$ cat src/rtl/airi5c_fpu_pkg.sv
// Shared FPU definitions: compare/min-max op encodings, canonical NaN,
// compare-stage FSM states, comparator flag bundle and NaN helpers.
package airi5c_fpu_pkg;

    // Op encodings for the compare/min-max stage; 5..7 are reserved.
    localparam logic [2:0] FPU_CMP_FEQ  = 3'd0;
    localparam logic [2:0] FPU_CMP_FLT  = 3'd1;
    localparam logic [2:0] FPU_CMP_FLE  = 3'd2;
    localparam logic [2:0] FPU_CMP_FMIN = 3'd3;
    localparam logic [2:0] FPU_CMP_FMAX = 3'd4;

    // RV32F canonical quiet NaN.
    localparam logic [31:0] CANONICAL_NAN = 32'h7FC0_0000;

    // Compare-stage sequencing.
    typedef enum logic [1:0] {
        ST_IDLE = 2'd0,
        ST_BUSY = 2'd1,
        ST_DONE = 2'd2
    } fsm_state_e;

    // Outcome of one float comparison. greater/equal/less are all zero
    // when the pair is unordered.
    typedef struct packed {
        logic greater;
        logic equal;
        logic less;
        logic unordered;
        logic a_nan;
        logic b_nan;
        logic a_snan;
        logic b_snan;
    } cmp_flags_t;

    // Exponent all ones with a non-zero fraction.
    function automatic logic is_nan(input logic [31:0] x);
        return (x[30:23] == 8'hFF) && (x[22:0] != 23'd0);
    endfunction

    // Signalling NaN: a NaN whose quiet bit (fraction MSB) is clear.
    function automatic logic is_snan(input logic [31:0] x);
        return is_nan(x) && !x[22];
    endfunction

endpackage

$ cat src/rtl/airi5c_float_comparator_comb.sv
// Combinational IEEE-754 single-precision comparator. Orders two operands
// by sign-magnitude, treats +0 and -0 as equal, compares denormals exactly
// and reports NaN classes for the caller's exception logic.
module airi5c_float_comparator_comb
    import airi5c_fpu_pkg::*;
(
    input  logic [31:0] a_i,
    input  logic [31:0] b_i,
    output cmp_flags_t  flags_o
);

    logic both_zero;
    logic eq_raw;
    logic lt_raw;

    // Derive ordering and NaN classification from the raw bit patterns.
    always_comb begin
        flags_o   = '0;
        both_zero = (a_i[30:0] == 31'd0) && (b_i[30:0] == 31'd0);
        eq_raw    = both_zero || (a_i == b_i);

        // Sign-magnitude ordering: opposite signs decide by sign unless both
        // are zeros; equal signs compare magnitudes, reversed when negative.
        if (a_i[31] != b_i[31]) begin
            lt_raw = a_i[31] && !both_zero;
        end else if (!a_i[31]) begin
            lt_raw = a_i[30:0] < b_i[30:0];
        end else begin
            lt_raw = a_i[30:0] > b_i[30:0];
        end

        flags_o.a_nan     = is_nan(a_i);
        flags_o.b_nan     = is_nan(b_i);
        flags_o.a_snan    = is_snan(a_i);
        flags_o.b_snan    = is_snan(b_i);
        flags_o.unordered = flags_o.a_nan || flags_o.b_nan;
        flags_o.equal     = !flags_o.unordered && eq_raw;
        flags_o.less      = !flags_o.unordered && lt_raw;
        flags_o.greater   = !flags_o.unordered && !eq_raw && !lt_raw;
    end

endmodule

$ cat src/rtl/airi5c_float_compare_unit.sv
// Sequential compare/min-max stage for FEQ.S, FLT.S, FLE.S, FMIN.S, FMAX.S.
// Operands are captured on load, compared by the combinational comparator,
// and the RV32F result word plus NV flag are registered together with a
// one-cycle ready pulse.
//
// Handshake: load is sampled only while IDLE or DONE; a load seen while BUSY
// is dropped, so upstream must wait for ready before issuing the next op.
// ready is high for exactly the DONE cycle; result/NV hold until the next
// completed op. kill has priority over load and never updates result/NV.
module airi5c_float_compare_unit
    import airi5c_fpu_pkg::*;
#(
    parameter int unsigned REG_INPUTS = 1
) (
    input  logic        clk,
    input  logic        reset,
    input  logic        kill,
    input  logic        load,
    input  logic [2:0]  op,
    input  logic [31:0] a,
    input  logic [31:0] b,
    output logic [31:0] result,
    output logic        NV,
    output logic        ready,
    output fsm_state_e  dbg_state
);

    fsm_state_e  state_q;
    logic [2:0]  op_q;
    logic [31:0] a_q;
    logic [31:0] b_q;
    logic [31:0] result_q;
    logic        nv_q;
    logic        ready_q;

    logic [2:0]  op_sel;
    logic [31:0] a_sel;
    logic [31:0] b_sel;
    cmp_flags_t  flags;
    logic [31:0] result_d;
    logic        nv_d;
    logic        sig_nan;

    // Without the register stage the compare runs on the live inputs.
    assign op_sel = (REG_INPUTS != 0) ? op_q : op;
    assign a_sel  = (REG_INPUTS != 0) ? a_q  : a;
    assign b_sel  = (REG_INPUTS != 0) ? b_q  : b;

    airi5c_float_comparator_comb u_cmp (
        .a_i     (a_sel),
        .b_i     (b_sel),
        .flags_o (flags)
    );

    assign sig_nan = flags.a_snan || flags.b_snan;

    // Turn comparator flags into the RV32F result word and NV flag.
    always_comb begin
        result_d = 32'h0;
        nv_d     = 1'b0;
        case (op_sel)
            FPU_CMP_FEQ: begin
                result_d = {31'b0, flags.equal};
                nv_d     = sig_nan;
            end
            FPU_CMP_FLT: begin
                result_d = {31'b0, flags.less};
                nv_d     = flags.unordered;
            end
            FPU_CMP_FLE: begin
                result_d = {31'b0, flags.less || flags.equal};
                nv_d     = flags.unordered;
            end
            FPU_CMP_FMIN, FPU_CMP_FMAX: begin
                nv_d = sig_nan;
                if (flags.a_nan && flags.b_nan) begin
                    result_d = CANONICAL_NAN;
                end else if (flags.a_nan) begin
                    result_d = b_sel;
                end else if (flags.b_nan) begin
                    result_d = a_sel;
                end else if (flags.equal && (a_sel[31] != b_sel[31])) begin
                    // +0 vs -0: min picks the negative zero, max the positive.
                    if (op_sel == FPU_CMP_FMIN) begin
                        result_d = a_sel[31] ? a_sel : b_sel;
                    end else begin
                        result_d = a_sel[31] ? b_sel : a_sel;
                    end
                end else if (op_sel == FPU_CMP_FMIN) begin
                    result_d = flags.less ? a_sel : b_sel;
                end else begin
                    result_d = flags.greater ? a_sel : b_sel;
                end
            end
            default: begin
                result_d = 32'h0;
                nv_d     = 1'b0;
            end
        endcase
    end

    // Sequencing FSM with registered operands and outputs.
    always_ff @(posedge clk or posedge reset) begin
        if (reset) begin
            state_q  <= ST_IDLE;
            op_q     <= 3'd0;
            a_q      <= 32'h0;
            b_q      <= 32'h0;
            result_q <= 32'h0;
            nv_q     <= 1'b0;
            ready_q  <= 1'b0;
        end else begin
            ready_q <= 1'b0;
            if (kill) begin
                state_q <= ST_IDLE;
            end else begin
                case (state_q)
                    ST_IDLE, ST_DONE: begin
                        if (load) begin
                            op_q <= op;
                            a_q  <= a;
                            b_q  <= b;
                            if (REG_INPUTS != 0) begin
                                state_q <= ST_BUSY;
                            end else begin
                                state_q  <= ST_DONE;
                                result_q <= result_d;
                                nv_q     <= nv_d;
                                ready_q  <= 1'b1;
                            end
                        end else begin
                            state_q <= ST_IDLE;
                        end
                    end
                    ST_BUSY: begin
                        state_q  <= ST_DONE;
                        result_q <= result_d;
                        nv_q     <= nv_d;
                        ready_q  <= 1'b1;
                    end
                    default: begin
                        state_q <= ST_IDLE;
                    end
                endcase
            end
        end
    end

    assign result    = result_q;
    assign NV        = nv_q;
    assign ready     = ready_q;
    assign dbg_state = state_q;

endmodule

$ cat config.mk
export PLATFORM = sky130hd
export DESIGN_NAME = airi5c_float_compare_unit
export DESIGN_NICKNAME = d
export VERILOG_FILES = /design/src/rtl/airi5c_fpu_pkg.sv /design/src/rtl/airi5c_float_comparator_comb.sv /design/src/rtl/airi5c_float_compare_unit.sv
export SDC_FILE = /design/constraint.sdc
export NUM_CORES = 1
export LEC_CHECK = 0
export ABC_AREA = 1
export CAP_MARGIN = 10
export CORE_MARGIN = 5
export CORE_UTILIZATION = 30
export CTS_CLUSTER_DIAMETER = 60
export DETAILED_ROUTE_END_ITERATION = 16
export PLACE_DENSITY_LB_ADDON = 0.08
export SETUP_SLACK_MARGIN = 0.15
export SYNTH_ARGS = -nofsm -noshare
export SYNTH_HDL_FRONTEND = slang
export SYNTH_SLANG_ARGS = --single-unit
$ cat constraint.sdc
create_clock -name clk -period 3.3 [get_ports clk]
set_clock_uncertainty 0.05 [all_clocks]
set_input_delay 0.66 -clock clk [delete_from_list [all_inputs] [get_ports clk]]
set_output_delay 0.66 -clock clk [all_outputs]
set_load 0.01 [all_outputs]
==> impl_metrics.json, run 1 <==
{
  "status": "completed",
  "post-cts-setup-buffer-count": 0,
  "cp-end-kind": "flip-flop",
  "drive_above_1_share": 0.134,
  "clk_pin_slew_worst_paths_ps": 70,
  "cts-htree-levels": 3,
  "drt_iter0_markers": 366,
  "numCtsBuffers": 9,
  "syn_area_mm2": 0.00679,
  "via_per_inst": 4.86,
  "finalHoldViolCount": 0,
  "dr.pass1.iters": 4,
  "p_leak_nw": 3.97,
  "synth_area_leaders": "dfrtp_1 (38%), nand2_1 (18%), o211ai_2 (6.6%), ha_1 (6.1%), o21ai_0 (5.2%)",
  "timing.fmax_mhz": 353,
  "synthFlopType": "dfrtp_1",
  "seq_area_mm2": 0.00258,
  "rsz0062_at_grt": "no",
  "worst_pin_slew_ps": 574,
  "initial_core_util": 0.303,
  "clock-sinks": 103,
  "synth_seq_area_share": 0.380,
  "fill_cells": 2407,
  "synth_cell_types": 34,
  "cts_resized": 0,
  "cp_slowest_cell": "dfrtp_2",
  "final_cell_area_mm2": 0.00850,
  "grt_pass1_wl_um": 34400,
  "maxSlewHeadroom": 0.617,
  "worst_setup_path_start_kind": "flip-flop",
  "setup_violations": 0,
  "syn2layout_area_growth_pct": 25.2,
  "cts_tree": "built",
  "fin_tns_setup_ps": 0,
  "critPathKind": "reg -> reg",
  "clk_latency_ps": 360,
  "synthArstFlopShare": 1.00,
  "grt_max_degree": 101,
  "track_usage": 0.165,
  "die_area_mm2": 0.0257,
  "hold-worst-slack_ps": 427,
  "drc": 0,
  "period_share": 0.859,
  "path_max_fanout": 25,
  "place.gp.congestion": 0.799,
  "avgSynthCellArea_um2": 7.52,
  "min_path_type": "reg -> reg",
  "critPathTopFamily": "simple AND/OR/NAND/NOR gates",
  "max_stage_delay_ps": 450,
  "vias": 6243,
  "ys_warn_count": 0,
  "hpwl_um": 14900,
  "irDropWorstVdd_uv": 241,
  "cts_hold_buf": 0,
  "core_mm2": 0.0224,
  "fin_nets": 1098,
  "ys_seq_elements": 103,
  "n_antenna_cell": 0,
  "antenna_found_initial": 0,
  "clockBufferDepth": 2,
  "drv_cap": 0,
  "synth_area_leader_cell": "dfrtp_1",
  "cts_root_buf": "clkbuf_16",
  "totalWireLength_um": 21200,
  "multi_input_comb_area_mm2": 0.00364,
  "path_common_cell": "nand2_1",
  "die_h_um": 160,
  "crit_cells": 20,
  "grt_overflow_total": 0,
  "synth_edf_count": 0,
  "wire_per_inst_um": 16.5,
  "dieWidth_um": 160,
  "maxSlewViolCount": 0,
  "syn-num-nets": 1007,
  "synth_cells": 903,
  "rr_worst_depth": 20,
  "min_path_cells": 2,
  "synth.top_cell.area_share": 0.380,
  "portBuffers": 106,
  "critPathRequiredTime_ps": 3500,
  "path_cells": "inv_1, ha_1, a21o_1, nor2_1, nand2_1, a21oi_1, nand2_1, nand2_1, nand3_2, nand2_4, nand2_8, buf_12, nand2_1, nand3_1, nand2_1, nand2_1, nand2_1, nand2_1, nand2_1, nand2_1",
  "worstPathArrival_ps": 3030,
  "grt_pass1_vias": 6230,
  "row_count": 55,
  "io_pins": 107,
  "p_per_area_mw_per_mm2": 554,
  "ant_nets": 0,
  "critical_path_buf_inv_count": 2,
  "place_area_mm2": 0.00817,
  "min_period_ps": 2840
}
cells in the final DEF, fill, tap and decap left out, drive strengths merged:
cell type and n:
nor4 3, nand3b 1, ha 33, nand3 39, clkinvlp 2, nor3 7, o211ai 36, nand4 21
dfrtp 103, clkdlybuf4s50 106, clkbuf 11, and3 1, bufinv 1, a221oi 22, a21oi 35, buf 19
nor2 30, clkinv 4, nand2 338, o21ai 94, o22ai 1, inv 90, a21o 2
cell usage after synthesis (2+ instances only):
| cell type | n |
|---|---|
| a21oi_1 | 35 |
| o211ai_2 | 36 |
| buf_2 | 9 |
| inv_2 | 39 |
| dfrtp_1 | 103 |
| ha_1 | 33 |
| inv_1 | 52 |
| nand2_2 | 3 |
| nor3_2 | 2 |
| nor4_1 | 3 |
| nor2_1 | 24 |
| nor2_2 | 3 |
| nor2_4 | 3 |
| clkbuf_1 | 24 |
| a21o_1 | 2 |
| nand4_1 | 19 |
| buf_6 | 10 |
| o21ai_1 | 24 |
| nor3_1 | 5 |
| o21ai_0 | 70 |
| nand2_1 | 331 |
| a221oi_1 | 22 |
| buf_1 | 2 |
| nand2_4 | 3 |
| nand3_1 | 37 |
worst reg2reg max path: stages, from the launching register on:
cell,delay (ps)
dfrtp_2,450
inv_1,130
ha_1,270
a21o_1,190
nor2_1,100
nand2_1,80
a21oi_1,220
nand2_1,90
nand2_1,70
nand3_2,130
nand2_4,160
nand2_8,120
buf_12,210
nand2_1,70
nand3_1,60
nand2_1,80
nand2_1,40
nand2_1,70
nand2_1,50
nand2_1,50
nand2_1,40
cells by family after synthesis:
family                     Yosys count  synth area share
AOI/OAI and AO/OA                  190             0.193
and+or+nand+nor                    439             0.277
buffers and inverters              138            0.0897
adders and majority gates           33            0.0608
DFF                                103             0.380
state kept, by name, indices dropped and copies added, names as in the netlist:
register   cells
dbg_state      2
ready          1
NV             1
b_q           32
result        32
a_q           32
op_q           3
power breakdown:
group	leakage, nW	total (mW)	internal [mW]	switching (mW)
clock	0.146	1.13	0.611	0.515
combinational	2.51	1.92	0.771	1.15
sequential	1.31	1.66	1.47	0.194
total	3.97	4.71	2.85	1.86
final cells by class:
cell class                 instances  share of cell area
inverter                          92              0.0414
clock buffer                      11              0.0286
multi-input combinational        663               0.428
sequential                       103               0.303
timing repair buffer             125               0.150
tap                              285              0.0419
clock inverter                     5             0.00662
metal layers:
| layer | track usage | routed length (um) | vias up |
|---|---|---|---|
| li1 | - | - | 3189 |
| met1 | 0.251 | 11100 | 2906 |
| met2 | 0.241 | 8840 | 125 |
| met3 | 0.0282 | 933 | 23 |
| met4 | 0.0450 | 311 | 0 |
| met5 | 0 | 0 | - |
path summary, 6_finish.rpt:
| path | slack (ps) | endpoint | start |
|---|---|---|---|
| max | 460 | result[0] | b_q[22] |
| min | 430 | NV | NV |
| max reg2reg | 460 | result[0] | b_q[22] |
| min reg2reg | 430 | NV | NV |
| max in group asynchronous | 1930 | result[14] | reset |
| min in group asynchronous | 660 | result[29] | reset |
through the flow:
step	total power [mW]	worst slack, ps	instances	utilization
2_1_floorplan	3.00	1010	903	-
3_5_place_dp	3.58	328	1267	0.364
4_1_cts	4.74	290	1283	0.378
3_3_place_gp	3.58	327	1267	0.364
6_report	4.71	465	1284	0.379
5_1_grt	5.10	153	1284	0.379
No activity file was read; power rests on OpenSTA's default activity.
==> run 2: changes to the inputs <==
==> constraint.sdc (replaced) <==
create_clock -name clk -period 3.4 [get_ports clk]
set_clock_uncertainty 0.05 [all_clocks]
set_input_delay 0.68 -clock clk [delete_from_list [all_inputs] [get_ports clk]]
set_output_delay 0.68 -clock clk [all_outputs]
set_load 0.01 [all_outputs]
==> run 2 against run 1 <==
Effect of this change:
- core utilization decreased by 0.089 points
- critical path depth decreased by 1
- global-route usage rose by 0.15 points
- sequential power is 2% lower
- flip-flop and latch count stayed put
- first-iteration DRC count fell by 4.4%
- non-clock buffer count is the same
- via count fell by 0.48%
- power shrank 3.0%
- worst hold slack gained 3.3 ps
- die area stayed put
==> impl_metrics.json, run 2 (synthesized netlist as in run 1, its figures left out) <==
{
  "drt_iter0_markers": 350,
  "finalCoreUtilization": 0.378,
  "fin_nets": 1097,
  "wire_per_inst_um": 16.6,
  "cts-htree-levels": 3,
  "p_clk_frac": 0.250,
  "syn2layout_area_growth_pct": 24.9,
  "row_count": 55,
  "place.gp.congestion": 0.782,
  "place_area_mm2": 0.00816,
  "core_mm2": 0.0224,
  "clock-sinks": 103,
  "drive_above_1_share": 0.130,
  "hpwl_um": 15100,
  "worst_setup_path_start_kind": "flip-flop",
  "finalHoldViolCount": 0,
  "grt_max_degree": 62,
  "internal-power_mw": 2.80,
  "die_h_um": 160,
  "totalWireLength_um": 21300,
  "dr.pass1.iters": 5,
  "worstPathArrival_ps": 3060,
  "maxSlewViolCount": 0,
  "portBuffers": 106,
  "cts_root_buf": "clkbuf_16",
  "cp_slowest_cell": "dfrtp_1",
  "rr_worst_depth": 19,
  "via_per_inst": 4.85,
  "max_stage_delay_ps": 460,
  "cts_hold_buf": 0,
  "status": "completed",
  "critPathRequiredTime_ps": 3590,
  "setup_violations": 0,
  "grt_overflow_total": 0,
  "min_period_ps": 2870,
  "io_pins": 107,
  "fin_tns_setup_ps": 0,
  "drv_cap": 0,
  "grt_pass1_wl_um": 34500,
  "final_cell_area_mm2": 0.00848,
  "dieWidth_um": 160,
  "cp-end-kind": "flip-flop",
  "vias": 6213,
  "swShare": 0.388,
  "drc": 0,
  "grt_pass1_vias": 6122,
  "ant_nets": 0,
  "numCtsBuffers": 9,
  "path_max_fanout": 61,
  "share_seq_of_total_power": 0.353,
  "p_leak_nw": 3.97,
  "antenna_found_initial": 0,
  "initial_core_util": 0.303,
  "cts_tree": "built",
  "min_path_cells": 2,
  "track_usage": 0.167,
  "n_antenna_cell": 0,
  "worst_pin_slew_ps": 662,
  "layout_common_cells": "nand2_1 (331), clkdlybuf4s50_1 (106), dfrtp_1 (103)",
  "path_cells": "inv_1, ha_1, a21o_1, nor2_1, nand2_1, a21oi_1, nand2_1, nand2_1, nand3_2, nand2_2, nand2_8, nand2_1, nand3_1, nand2_1, nand2_1, nand2_1, nand2_1, nand2_1, nand2_1",
  "final_common_cell": "nand2_1",
  "clk_latency_ps": 350,
  "irDropWorstVdd_uv": 262,
  "critPathKind": "reg -> reg",
  "period_share": 0.844,
  "rsz0062_at_grt": "no",
  "p_switching_mw": 1.77,
  "min_path_type": "reg -> reg",
  "path_common_cell": "nand2_1",
  "maxSlewHeadroom": 0.558,
  "clockBufferDepth": 2,
  "p_per_area_mw_per_mm2": 539,
  "multi_input_comb_area_mm2": 0.00362,
  "seq_area_mm2": 0.00258,
  "fill_cells": 2375,
  "die_area_mm2": 0.0257,
  "timing.fmax_mhz": 349,
  "clk_pin_slew_worst_paths_ps": 70,
  "p_comb_frac": 0.396
}
[run 2: area by class of cell]
cell class,instances,area share
timing repair buffer,125,0.149
clock inverter,4,0.00826
inverter,92,0.0415
tap,285,0.0420
multi-input combinational,662,0.426
sequential,103,0.304
clock buffer,11,0.0286
[run 2: timing repair]
item | 4_1_cts | 5_1_grt
endpoints found under the setup margin | 0 | 32
setup buffers | 0 | 0
resized for setup | 0 | 1
hold endpoints to repair | 0 | 0
[run 2: metrics by stage]
step	power (mW)	hold slack [ps]	setup WS, ps	instances
after floorplan	2.91	456	1110	903
after global placement	3.45	415	398	1267
after detailed placement	3.45	415	370	1267
after CTS	4.61	436	349	1282
after global routing	4.94	451	187	1282
final	4.57	430	531	1282
[run 2: worst paths after layout]
check	startpoint	to	slack [ps]
max	b_q[22]	result[0]	530
min	NV	NV	430
max reg2reg	b_q[22]	result[0]	530
min reg2reg	NV	NV	430
max in group asynchronous	reset	b_q[19]	1980
min in group asynchronous	reset	result[29]	700
[run 2: power by group through the flow]
stage | Clock (mW) | Sequential [mW] | Combinational [mW]
floorplan | 0 | 1.62 | 1.29
global placement | 0 | 1.64 | 1.81
detailed placement | 0 | 1.63 | 1.81
CTS | 1.17 | 1.62 | 1.82
global route | 1.23 | 1.65 | 2.07
finish | 1.14 | 1.62 | 1.81
[run 2: layer usage]
metal  global-route usage  vias to the layer above  wire length [um]
met4               0.0372                        0               189
met3               0.0231                       12               722
met2                0.248                      124              9070
li1                     -                     3182                 -
met1                0.256                     2895             11300
met5                    0                        -                 0
[run 2: worst max-delay path: cells and delay by family (launching register included)]
kind	cells	cell delay (ps)
AND/OR/NAND/NOR	15	1420
flip-flops	1	460
AO/OA/AOI/OAI	2	380
adder cells (fa/ha/maj)	1	320
buffers and inverters	1	130
==> run 3: changes to the inputs <==
==> constraint.sdc (replaced) <==
create_clock -name clk -period 2.6 [get_ports clk]
set_clock_uncertainty 0.05 [all_clocks]
set_input_delay 0.52 -clock clk [delete_from_list [all_inputs] [get_ports clk]]
set_output_delay 0.52 -clock clk [all_outputs]
set_load 0.01 [all_outputs]
==> run 3 against run 2 <==
Effect of this change:
- via count increased by 10%
- flip-flop and latch count did not move
- clock power increased by 31%
- core utilization up 7.2 points
- count of clock-buffer cells in the layout increased by 2
- maximum frequency rose by 11%
- largest power group unchanged
==> impl_metrics.json, run 3 (synthesized netlist as in run 1, its figures left out) <==
{
  "maxSlewHeadroom": 0.584,
  "p_comb_frac": 0.514,
  "grt_pass1_wl_um": 35300,
  "multi_input_comb_area_mm2": 0.00419,
  "critPathKind": "reg -> reg",
  "p_clk_frac": 0.203,
  "n_antenna_cell": 0,
  "min_path_type": "reg -> reg",
  "die_area_mm2": 0.0257,
  "totalWireLength_um": 23600,
  "dieWidth_um": 160,
  "antenna_found_initial": 0,
  "clockBufferDepth": 2,
  "hpwl_um": 15500,
  "fin_tns_setup_ps": 0,
  "numCtsBuffers": 9,
  "die_h_um": 160,
  "layout_common_cells": "nand2_1 (293), buf_4 (107), clkdlybuf4s50_1 (106)",
  "drive_above_1_share": 0.312,
  "path_max_fanout": 5,
  "clk_pin_slew_worst_paths_ps": 80,
  "core_mm2": 0.0224,
  "portBuffers": 106,
  "dr.pass1.iters": 6,
  "wire_per_inst_um": 16.9,
  "finalHoldViolCount": 0,
  "place.gp.congestion": 0.803,
  "fill_cells": 2282,
  "path_cells": "ha_1, nand2_2, nor2_1, nor2_1, nand2_2, a21oi_4, nand2_2, nand2_2, nand3_4, nand2_8, nand2_8, clkbuf_16, a21oi_1, o21ai_1, nand2_1, nand2_1, nand2_1, nand2_1",
  "row_count": 55,
  "seq_area_mm2": 0.00258,
  "final_common_cell": "nand2_1",
  "drv_cap": 0,
  "cts_tree": "built",
  "clock-sinks": 103,
  "timing.fmax_mhz": 386,
  "p_per_area_mw_per_mm2": 726,
  "internal-power_mw": 4.50,
  "grt_max_degree": 104,
  "period_share": 0.997,
  "place_ws_ps": 42.8,
  "syn2layout_area_growth_pct": 48.7,
  "clk_latency_ps": 360,
  "cp-end-kind": "flip-flop",
  "worstPathArrival_ps": 2800,
  "status": "completed",
  "totalPowerFinal_mw": 7.33,
  "worstHoldStart": "result[17]",
  "min_path_cells": 2,
  "worst_setup_path_start_kind": "flip-flop",
  "finalWorstSetupSlack_ps": 6.85,
  "p_switching_mw": 2.84,
  "setup_violations": 0,
  "max_stage_delay_ps": 400,
  "irDropWorstVdd_uv": 321,
  "io_pins": 107,
  "cts_root_buf": "clkbuf_16",
  "rr_worst_depth": 18,
  "drc": 0,
  "cts-htree-levels": 3,
  "grt_pass1_vias": 6446,
  "crit_path_start": "a_q[29]",
  "rsz0062_at_grt": "yes",
  "ant_nets": 0,
  "drt_iter0_markers": 385,
  "cp_slowest_cell": "dfrtp_1",
  "vias": 6853,
  "initial_core_util": 0.303,
  "via_per_inst": 4.91,
  "fin_nets": 1210,
  "min_period_ps": 2590,
  "share_seq_of_total_power": 0.283,
  "p_leak_nw": 4.65,
  "swShare": 0.387,
  "worst_pin_slew_ps": 623,
  "maxSlewViolCount": 0,
  "r2r-start": "a_q[29]",
  "grt_overflow_total": 0,
  "critPathRequiredTime_ps": 2800,
  "track_usage": 0.170
}
[run 3: cell types whose count changed in the layout (fill, tap and decap cells not counted), sizes merged]
cell and change:
buf +104, clkbuf +9, bufinv -1, clkinvlp +1, inv -1, nand2 +1
nand3 +1
[run 3: worst paths after layout]
check / endpoint / slack [ps]
setup / recovery: result[9] / 7
hold reg to reg: result[17] / 430
setup reg to reg: result[9] / 7
min in group asynchronous: b_q[29] / 610
hold / removal: result[17] / 430
max in group asynchronous: result[23] / 1400
[run 3: power by group through the flow]
stage | clock network [mW] | logic [mW] | registers [mW]
after floorplan | 0 | 1.68 | 2.12
after global placement | 0 | 2.79 | 2.09
after detailed placement | 0 | 2.79 | 2.08
after CTS | 1.53 | 2.90 | 2.06
after global routing | 1.59 | 4.12 | 2.11
final | 1.49 | 3.77 | 2.08
[run 3: area by class of cell]
class                      instances  area share
inverter                          92      0.0354
clock inverter                     3     0.00396
multi-input combinational        664       0.415
tap                              285      0.0353
timing repair buffer             236       0.228
sequential                       103       0.255
clock buffer                      13      0.0268
[run 3: critical path: cells and delay by family, from the launching register on]
kind | cells | cell delay, ps
adders and majority gates | 1 | 310
buffers and inverters | 1 | 190
DFF | 1 | 400
AOI/OAI and AO/OA | 3 | 340
and+or+nand+nor | 13 | 1180
[run 3: metrics by stage]
step | hold slack, ps | instance area (um^2) | util | std cells
after floorplan | 456 | 6790 | - | 903
after global routing | 454 | 10100 | 0.450 | 1396
after detailed placement | 417 | 8730 | 0.389 | 1335
after CTS | 437 | 9180 | 0.409 | 1361
after global placement | 415 | 8730 | 0.389 | 1335
final | 430 | 10100 | 0.450 | 1396
[run 3: timing repair]
item	CTS	global route
cloned	0	10
setup endpoints to repair	32	32
setup buffers	10	25
pin swaps	2	49
hold buffers	0	0
resized for setup	12	114
[run 3: layer usage]
layer,up-vias,wire length [um],part of all wire,track usage
li1,3419,-,-,-
met1,3225,11900,0.50,0.257
met2,188,10200,0.43,0.248
met3,21,1180,0.050,0.0326
met4,0,317,0.013,0.0418
met5,-,0,0,0
